==> src/rtl/lwe_decrypt_pkg.sv <==
// lwe_decrypt_pkg: shared default parameters and FSM state encoding for the
// LWE pipeline stages (homomorphic_add, encrypt, decrypt).
package lwe_decrypt_pkg;

    localparam int unsigned DEF_PLAINTEXT_MODULUS  = 64;
    localparam int unsigned DEF_PLAINTEXT_WIDTH    = 6;
    localparam int unsigned DEF_DIMENSION          = 1;
    localparam int unsigned DEF_CIPHERTEXT_MODULUS = 1024;
    localparam int unsigned DEF_CIPHERTEXT_WIDTH   = 21;

    typedef enum logic [1:0] {
        ST_IDLE  = 2'd0,
        ST_MAC   = 2'd1,
        ST_SCALE = 2'd2,
        ST_DONE  = 2'd3
    } state_e;

endpackage

==> src/rtl/lwe_decrypt_mod_q_mac.sv <==
// mod_q_mac: combinational (acc + a*s) mod q for power-of-two q = 2**Q_LOG.
// Ports:
//   acc      - running accumulator, Q_LOG bits
//   a, s     - ciphertext and key elements, already reduced to Q_LOG bits
//   result_c - (acc + a*s) mod q
module mod_q_mac #(
    parameter int unsigned Q_LOG = 10
) (
    input  logic [Q_LOG-1:0] acc,
    input  logic [Q_LOG-1:0] a,
    input  logic [Q_LOG-1:0] s,
    output logic [Q_LOG-1:0] result_c
);

    logic [2*Q_LOG-1:0] prod;
    logic [Q_LOG-1:0]   prod_lo;
    logic [Q_LOG-1:0]   unused_prod_hi;

    // Full-width product; mod q is just keeping the low Q_LOG bits.
    assign prod = (2*Q_LOG)'(a) * (2*Q_LOG)'(s);
    assign {unused_prod_hi, prod_lo} = prod;
    assign result_c = acc + prod_lo;

endmodule

==> src/rtl/lwe_decrypt.sv <==
// lwe_decrypt: serial LWE decryption. Accumulates <a,s> mod q over DIMENSION
// cycles, then rounds (b - <a,s>) from modulus q down to modulus p.
// Ports:
//   clk, rst              - clock, synchronous active-high reset
//   in_valid / in_ready   - input handshake (in_ready high only when idle)
//   ciphertext            - {a[n], ..., a[1], b}, CIPHERTEXT_WIDTH per element
//   secret_key            - {s[n], ..., s[1]}, CIPHERTEXT_WIDTH per element
//   out_valid / out_ready - output handshake
//   plaintext             - decrypted message, held while out_valid
module lwe_decrypt
    import lwe_decrypt_pkg::*;
#(
    parameter int unsigned PLAINTEXT_MODULUS  = DEF_PLAINTEXT_MODULUS,
    parameter int unsigned PLAINTEXT_WIDTH    = DEF_PLAINTEXT_WIDTH,
    parameter int unsigned DIMENSION          = DEF_DIMENSION,
    parameter int unsigned CIPHERTEXT_MODULUS = DEF_CIPHERTEXT_MODULUS,
    parameter int unsigned CIPHERTEXT_WIDTH   = DEF_CIPHERTEXT_WIDTH
) (
    input  logic                                      clk,
    input  logic                                      rst,
    input  logic                                      in_valid,
    output logic                                      in_ready,
    input  logic [(DIMENSION+1)*CIPHERTEXT_WIDTH-1:0] ciphertext,
    input  logic [DIMENSION*CIPHERTEXT_WIDTH-1:0]     secret_key,
    output logic                                      out_valid,
    input  logic                                      out_ready,
    output logic [PLAINTEXT_WIDTH-1:0]                plaintext
);

    localparam int unsigned Q_LOG   = $clog2(CIPHERTEXT_MODULUS);
    localparam int unsigned P_LOG   = $clog2(PLAINTEXT_MODULUS);
    localparam int unsigned CW      = CIPHERTEXT_WIDTH;
    localparam int unsigned IDX_W   = (DIMENSION > 1) ? $clog2(DIMENSION) : 1;
    localparam int unsigned SLOTS   = 1 << IDX_W;
    localparam int unsigned SCALE_W = Q_LOG + P_LOG + 1;

    localparam logic [SCALE_W-1:0] HALF_Q   = SCALE_W'(CIPHERTEXT_MODULUS / 2);
    localparam logic [IDX_W-1:0]   LAST_IDX = IDX_W'(DIMENSION - 1);

    state_e state;
    state_e next_state;
    logic   in_ready_d;
    logic   out_valid_d;

    logic [Q_LOG-1:0]   b_q;
    logic [Q_LOG-1:0]   a_q   [SLOTS];
    logic [Q_LOG-1:0]   s_q   [SLOTS];
    logic [Q_LOG-1:0]   a_in  [SLOTS];
    logic [Q_LOG-1:0]   s_in  [SLOTS];
    logic [Q_LOG-1:0]   acc;
    logic [Q_LOG-1:0]   acc_next;
    logic [IDX_W-1:0]   idx;
    logic [Q_LOG-1:0]   diff;
    logic [SCALE_W-1:0] scaled;
    logic               unused_bits;

    // Slice each element down to its low Q_LOG bits; pad slots beyond n with zero.
    for (genvar g = 0; g < SLOTS; g++) begin : g_unpack
        if (g < DIMENSION) begin : g_live
            assign a_in[g] = ciphertext[(g+1)*CW +: Q_LOG];
            assign s_in[g] = secret_key[g*CW +: Q_LOG];
        end else begin : g_pad
            assign a_in[g] = '0;
            assign s_in[g] = '0;
        end
    end

    // Upper storage bits and the fractional/overflow bits of the scaled value are discarded.
    assign unused_bits = ^{ciphertext, secret_key, scaled};

    mod_q_mac #(.Q_LOG(Q_LOG)) u_mac (
        .acc      (acc),
        .a        (a_q[idx]),
        .s        (s_q[idx]),
        .result_c (acc_next)
    );

    // Round(d * p / q) mod p: shift up by P_LOG, add q/2, take bits above Q_LOG.
    assign diff   = b_q - acc;
    assign scaled = (SCALE_W'(diff) << P_LOG) + HALF_Q;

    // State register
    always_ff @(posedge clk) begin
        if (rst) begin
            state <= ST_IDLE;
        end else begin
            state <= next_state;
        end
    end

    // Next-state logic
    always_comb begin
        next_state = state;
        unique case (state)
            ST_IDLE:  if (in_valid) next_state = ST_MAC;
            ST_MAC:   if (idx == LAST_IDX) next_state = ST_SCALE;
            ST_SCALE: next_state = ST_DONE;
            ST_DONE:  if (out_ready) next_state = ST_IDLE;
            default:  next_state = ST_IDLE;
        endcase
    end

    // Output decode of the upcoming state, registered below
    always_comb begin
        in_ready_d  = 1'b0;
        out_valid_d = 1'b0;
        if (next_state == ST_IDLE) in_ready_d = 1'b1;
        if (next_state == ST_DONE) out_valid_d = 1'b1;
    end

    // Handshake outputs, accumulator, index and result
    always_ff @(posedge clk) begin
        if (rst) begin
            in_ready  <= 1'b1;
            out_valid <= 1'b0;
            plaintext <= '0;
            acc       <= '0;
            idx       <= '0;
        end else begin
            in_ready  <= in_ready_d;
            out_valid <= out_valid_d;
            unique case (state)
                ST_IDLE: begin
                    if (in_valid) begin
                        acc <= '0;
                        idx <= '0;
                    end
                end
                ST_MAC: begin
                    acc <= acc_next;
                    idx <= idx + IDX_W'(1);
                end
                ST_SCALE: plaintext <= PLAINTEXT_WIDTH'(scaled[Q_LOG +: P_LOG]);
                default: ;
            endcase
        end
    end

    // Operand capture; no reset needed, only loaded on acceptance
    always_ff @(posedge clk) begin
        if (state == ST_IDLE && in_valid && !rst) begin
            b_q <= ciphertext[0 +: Q_LOG];
            for (int i = 0; i < int'(SLOTS); i++) begin
                a_q[i] <= a_in[i];
                s_q[i] <= s_in[i];
            end
        end
    end

endmodule

==> config.mk <==
export PLATFORM = sky130hd
export DESIGN_NAME = lwe_decrypt
export DESIGN_NICKNAME = d
export VERILOG_FILES = /design/src/rtl/lwe_decrypt_pkg.sv /design/src/rtl/lwe_decrypt_mod_q_mac.sv /design/src/rtl/lwe_decrypt.sv
export SDC_FILE = /design/constraint.sdc
export NUM_CORES = 1
export LEC_CHECK = 0
export CAP_MARGIN = 20
export CORE_MARGIN = 2
export CORE_UTILIZATION = 48
export DETAILED_ROUTE_END_ITERATION = 6
export PLACE_DENSITY_LB_ADDON = 0.25
export SYNTH_ARGS = -nofsm -noshare
export SYNTH_HDL_FRONTEND = slang
export SYNTH_HIERARCHICAL = 1
export SYNTH_SLANG_ARGS = --single-unit
==> constraint.sdc <==
create_clock -name clk -period 6.8 [get_ports clk]
set_clock_uncertainty 0.2 [all_clocks]
set_input_delay 1.7 -clock clk [delete_from_list [all_inputs] [get_ports clk]]
set_output_delay 1.7 -clock clk [all_outputs]
set_load 0.05 [all_outputs]
==> results.txt <==
DRC viols - 0
Fin. Hold Viols - 0
Power per standard cell area - 386 mW/mm^2
Post-DP Area - 0.00448 mm^2
Vias - 2710
Post-Route Utilization - 56.5%
Area grow syn2layout - 15.8%
Post-synth EDFFs - 30
Largest net degree at the start of global routing - 31
Top-Level Pins - 75
Setup WS post-layout - 1220 ps
Post-route ant nets - 0
Max-cap viol count - 0
Yosys cell types - 48
Worst path bufs/invs - 3
Die W - 94.9 um
Final hold slack - 307 ps
Fin. max-slew vios - 0
FF+latch count, synth - 52
Met2 Resource Use GR - 28.1%
Mapped Cells - 394
Port bufs - 41
Stages on worst setup path - 17
Total core area - 0.00813 mm^2
Maximum clock frequency - 0.179 GHz
Synth top area cells - edfxtp_1 23%, fa_1 15%, ha_1 12%, dfxtp_1 11%, xnor2_1 5.7%
Chip height - 94.9 um
Final instance area - 0.00460 mm^2
GRT met3 Usage - 2.79%
DR vias/cell - 5.03
Top-count cell post-synth - inv_1
CP max-delay cell - nor2b_1
Pre-CTS setup slack - 1220 ps
CTS resizes - 0
Initial DRC Count - 87
# diodes - 0
Synth area leader - edfxtp_1
Met1 Resource Use GR - 23.9%
Setup_tns - 0 ps
Ys Warns - 6
R2r endpoint - acc[9]$_SDFFE_PP0P_
H-tree depth - 2
P_leak - 1.92 nW
Worst reg2reg path depth - 17
Unrepaired setup endpoints after global routing - false
DRT Pass-1 Iters - 4
Final setup violation count - 0
Number of post-CTS setup repair buffers - 0
Crit. End Element - flip-flop
CTS tree - built
Row count - 33
Routed length per placed instance - 13.5 um
Routed WL - 7.30 mm
Worst vdd ir - 0.160 mV
Worst Path Arrival - 5560 ps
Max clock buf depth - 2
Critical Path RT - 6780 ps
Worst Min Path Start - plaintext[2]$_SDFFE_PP0N_
Synth cell count leaders - 56 x inv_1, 45 x nand2_1, 37 x ha_1, 30 x edfxtp_1, 30 x fa_1
Clock root buffer master - clkbuf_8
Sequential fraction of the synthesis area - 33.8%
Post-Syn Area - 0.00397 mm^2
Initial core utilization - 48.8%
Ys async rst share - 0%
Reg clk slew, reported paths - 100 ps
Worst slew pin tran - 863 ps
Crit path cell chain - nor2b_1 -> nand2_1 -> fa_1 -> inv_1 -> ha_1 -> ha_1 -> inv_1 -> fa_1 -> fa_1 -> inv_1 -> ha_1 -> nor2b_1 -> or4_1 -> a31oi_1 -> xnor2_1 -> a22oi_1 -> nor2_1
CP Class - flip-flop to flip-flop
Hold-fix buffers, CTS - 0
Non-Filler Instances - 539
Clock sink count - 52
Share of cells above drive strength 1 - 4.61%
Ys flop type - edfxtp_1
Clock latency on the worst-skew pair - 310 ps
PnR Total Power - 1.78 mW
# fillers - 714
Crit path max fanout - 20
Dpl cells - 531
Layout Nets - 567
HP Class - flip-flop to flip-flop
Avg Inst Size Synth - 10.1 um^2
Die Area - 0.00901 mm^2
Status - finished clean
Synth top area share - 22.7%
Delay-heaviest family, CP - adder cells
Inserted Clock Buffers - 5
Most used routing layer - met2
Min Tclk post-route - 5580 ps
Final Cycle Share - 82.1%
GRT Util Overall - 17.3%
Initial antenna violation count - 0
Worst reg-to-reg setup slack - 1220 ps
Startpoint types - flip-flop
Gr ovfl total - 0
Slew margin rel. - 42.3%
Global-route wire length before repair - 11.9 mm
RePlAce Congestion - 0.831
Slowest stage delay, CP - 680 ps
Vias in the first global route - 2593
CP endpoint - acc[9]$_SDFFE_PP0P_
Hpwl dp - 5.77 mm
Syn_nets - 528
-- layout make-up --
class / count / area [um^2] / area share, %
Inverter: 57 / 214 / 4.65
Clock inverter: 1 / 8.76 / 0.191
Tap cell: 105 / 131 / 2.86
Sequential cell: 52 / 1340 / 29.2
Clock buffer: 7 / 108 / 2.34
Timing Repair Buffer: 42 / 418 / 9.09
Multi-Input combinational cell: 275 / 2380 / 51.7
-- how the worst min path moves through the flow --
| stage | end | slack (ps) | cells after the start |
|---|---|---|---|
| floorplan | out_valid$_SDFF_PP0_ | 290 | 2 |
| global placement | plaintext[0]$_SDFFE_PP0N_ | 270 | 2 |
| detailed placement | plaintext[2]$_SDFFE_PP0N_ | 290 | 2 |
| CTS | plaintext[2]$_SDFFE_PP0N_ | 310 | 2 |
| global route | plaintext[0]$_SDFFE_PP0N_ | 330 | 2 |
| finish | plaintext[2]$_SDFFE_PP0N_ | 310 | 2 |
-- report_power, final --
part,switching [mW],internal [mW],total (mW)
clock network,0.105,0.106,0.210
registers,0.0306,0.377,0.408
logic,0.628,0.530,1.16
-- state kept, by name, summed over array words and instances (netlist names), named ones only --
name and cells:
in_ready 1, a_q 10, s_q 10, plaintext 6, out_valid 1, state 2
acc 10, idx 1, b_q 10
-- cell usage in the layout, fill, tap and decap left out, types with 2 or more instances in the layout --
cell type        instances
a211oi_1                 4
a21o_1                   2
a21oi_1                  7
a22oi_1                 11
and2_1                  19
and3_1                   2
clkbuf_8                 6
clkdlybuf4s50_1         41
dfxtp_1                 22
edfxtp_1                30
fa_1                    30
ha_1                    37
inv_1                   56
mux2i_1                  2
nand2_1                 45
nand2b_1                 2
nand4_1                  2
nor2_1                  24
nor2b_1                 24
o21a_1                   2
o21ai_0                  2
or4_1                    2
xnor2_1                 26
xor2_1                   9
-- cell families (layout without fill, tap and decap cells) --
family	Yosys count	count (layout)	synth area share (%)
mux	2	2	0.504
compound gates	41	41	7.85
buf+inv	67	107	6.49
fa+ha+maj	67	67	26.8
flops	52	52	33.8
xor+xnor	36	36	8.13
simple gates	129	129	16.4
-- worst reg2reg max path, cell delays in order (launching register included) --
cell	delay (ps)
dfxtp_1	530
nor2b_1	690
nand2_1	180
fa_1	570
inv_1	40
ha_1	310
ha_1	280
inv_1	50
fa_1	500
fa_1	540
inv_1	40
ha_1	330
nor2b_1	150
or4_1	400
a31oi_1	310
xnor2_1	100
a22oi_1	170
nor2_1	60
-- layer usage --
layer | vias to the layer above | part of all wire (%)
met4 | 0 | 1.5
li1 | 1361 | -
met2 | 66 | 47
met5 | - | 0
met3 | 9 | 5.2
met1 | 1274 | 46
(Power assumes the default switching activity.)
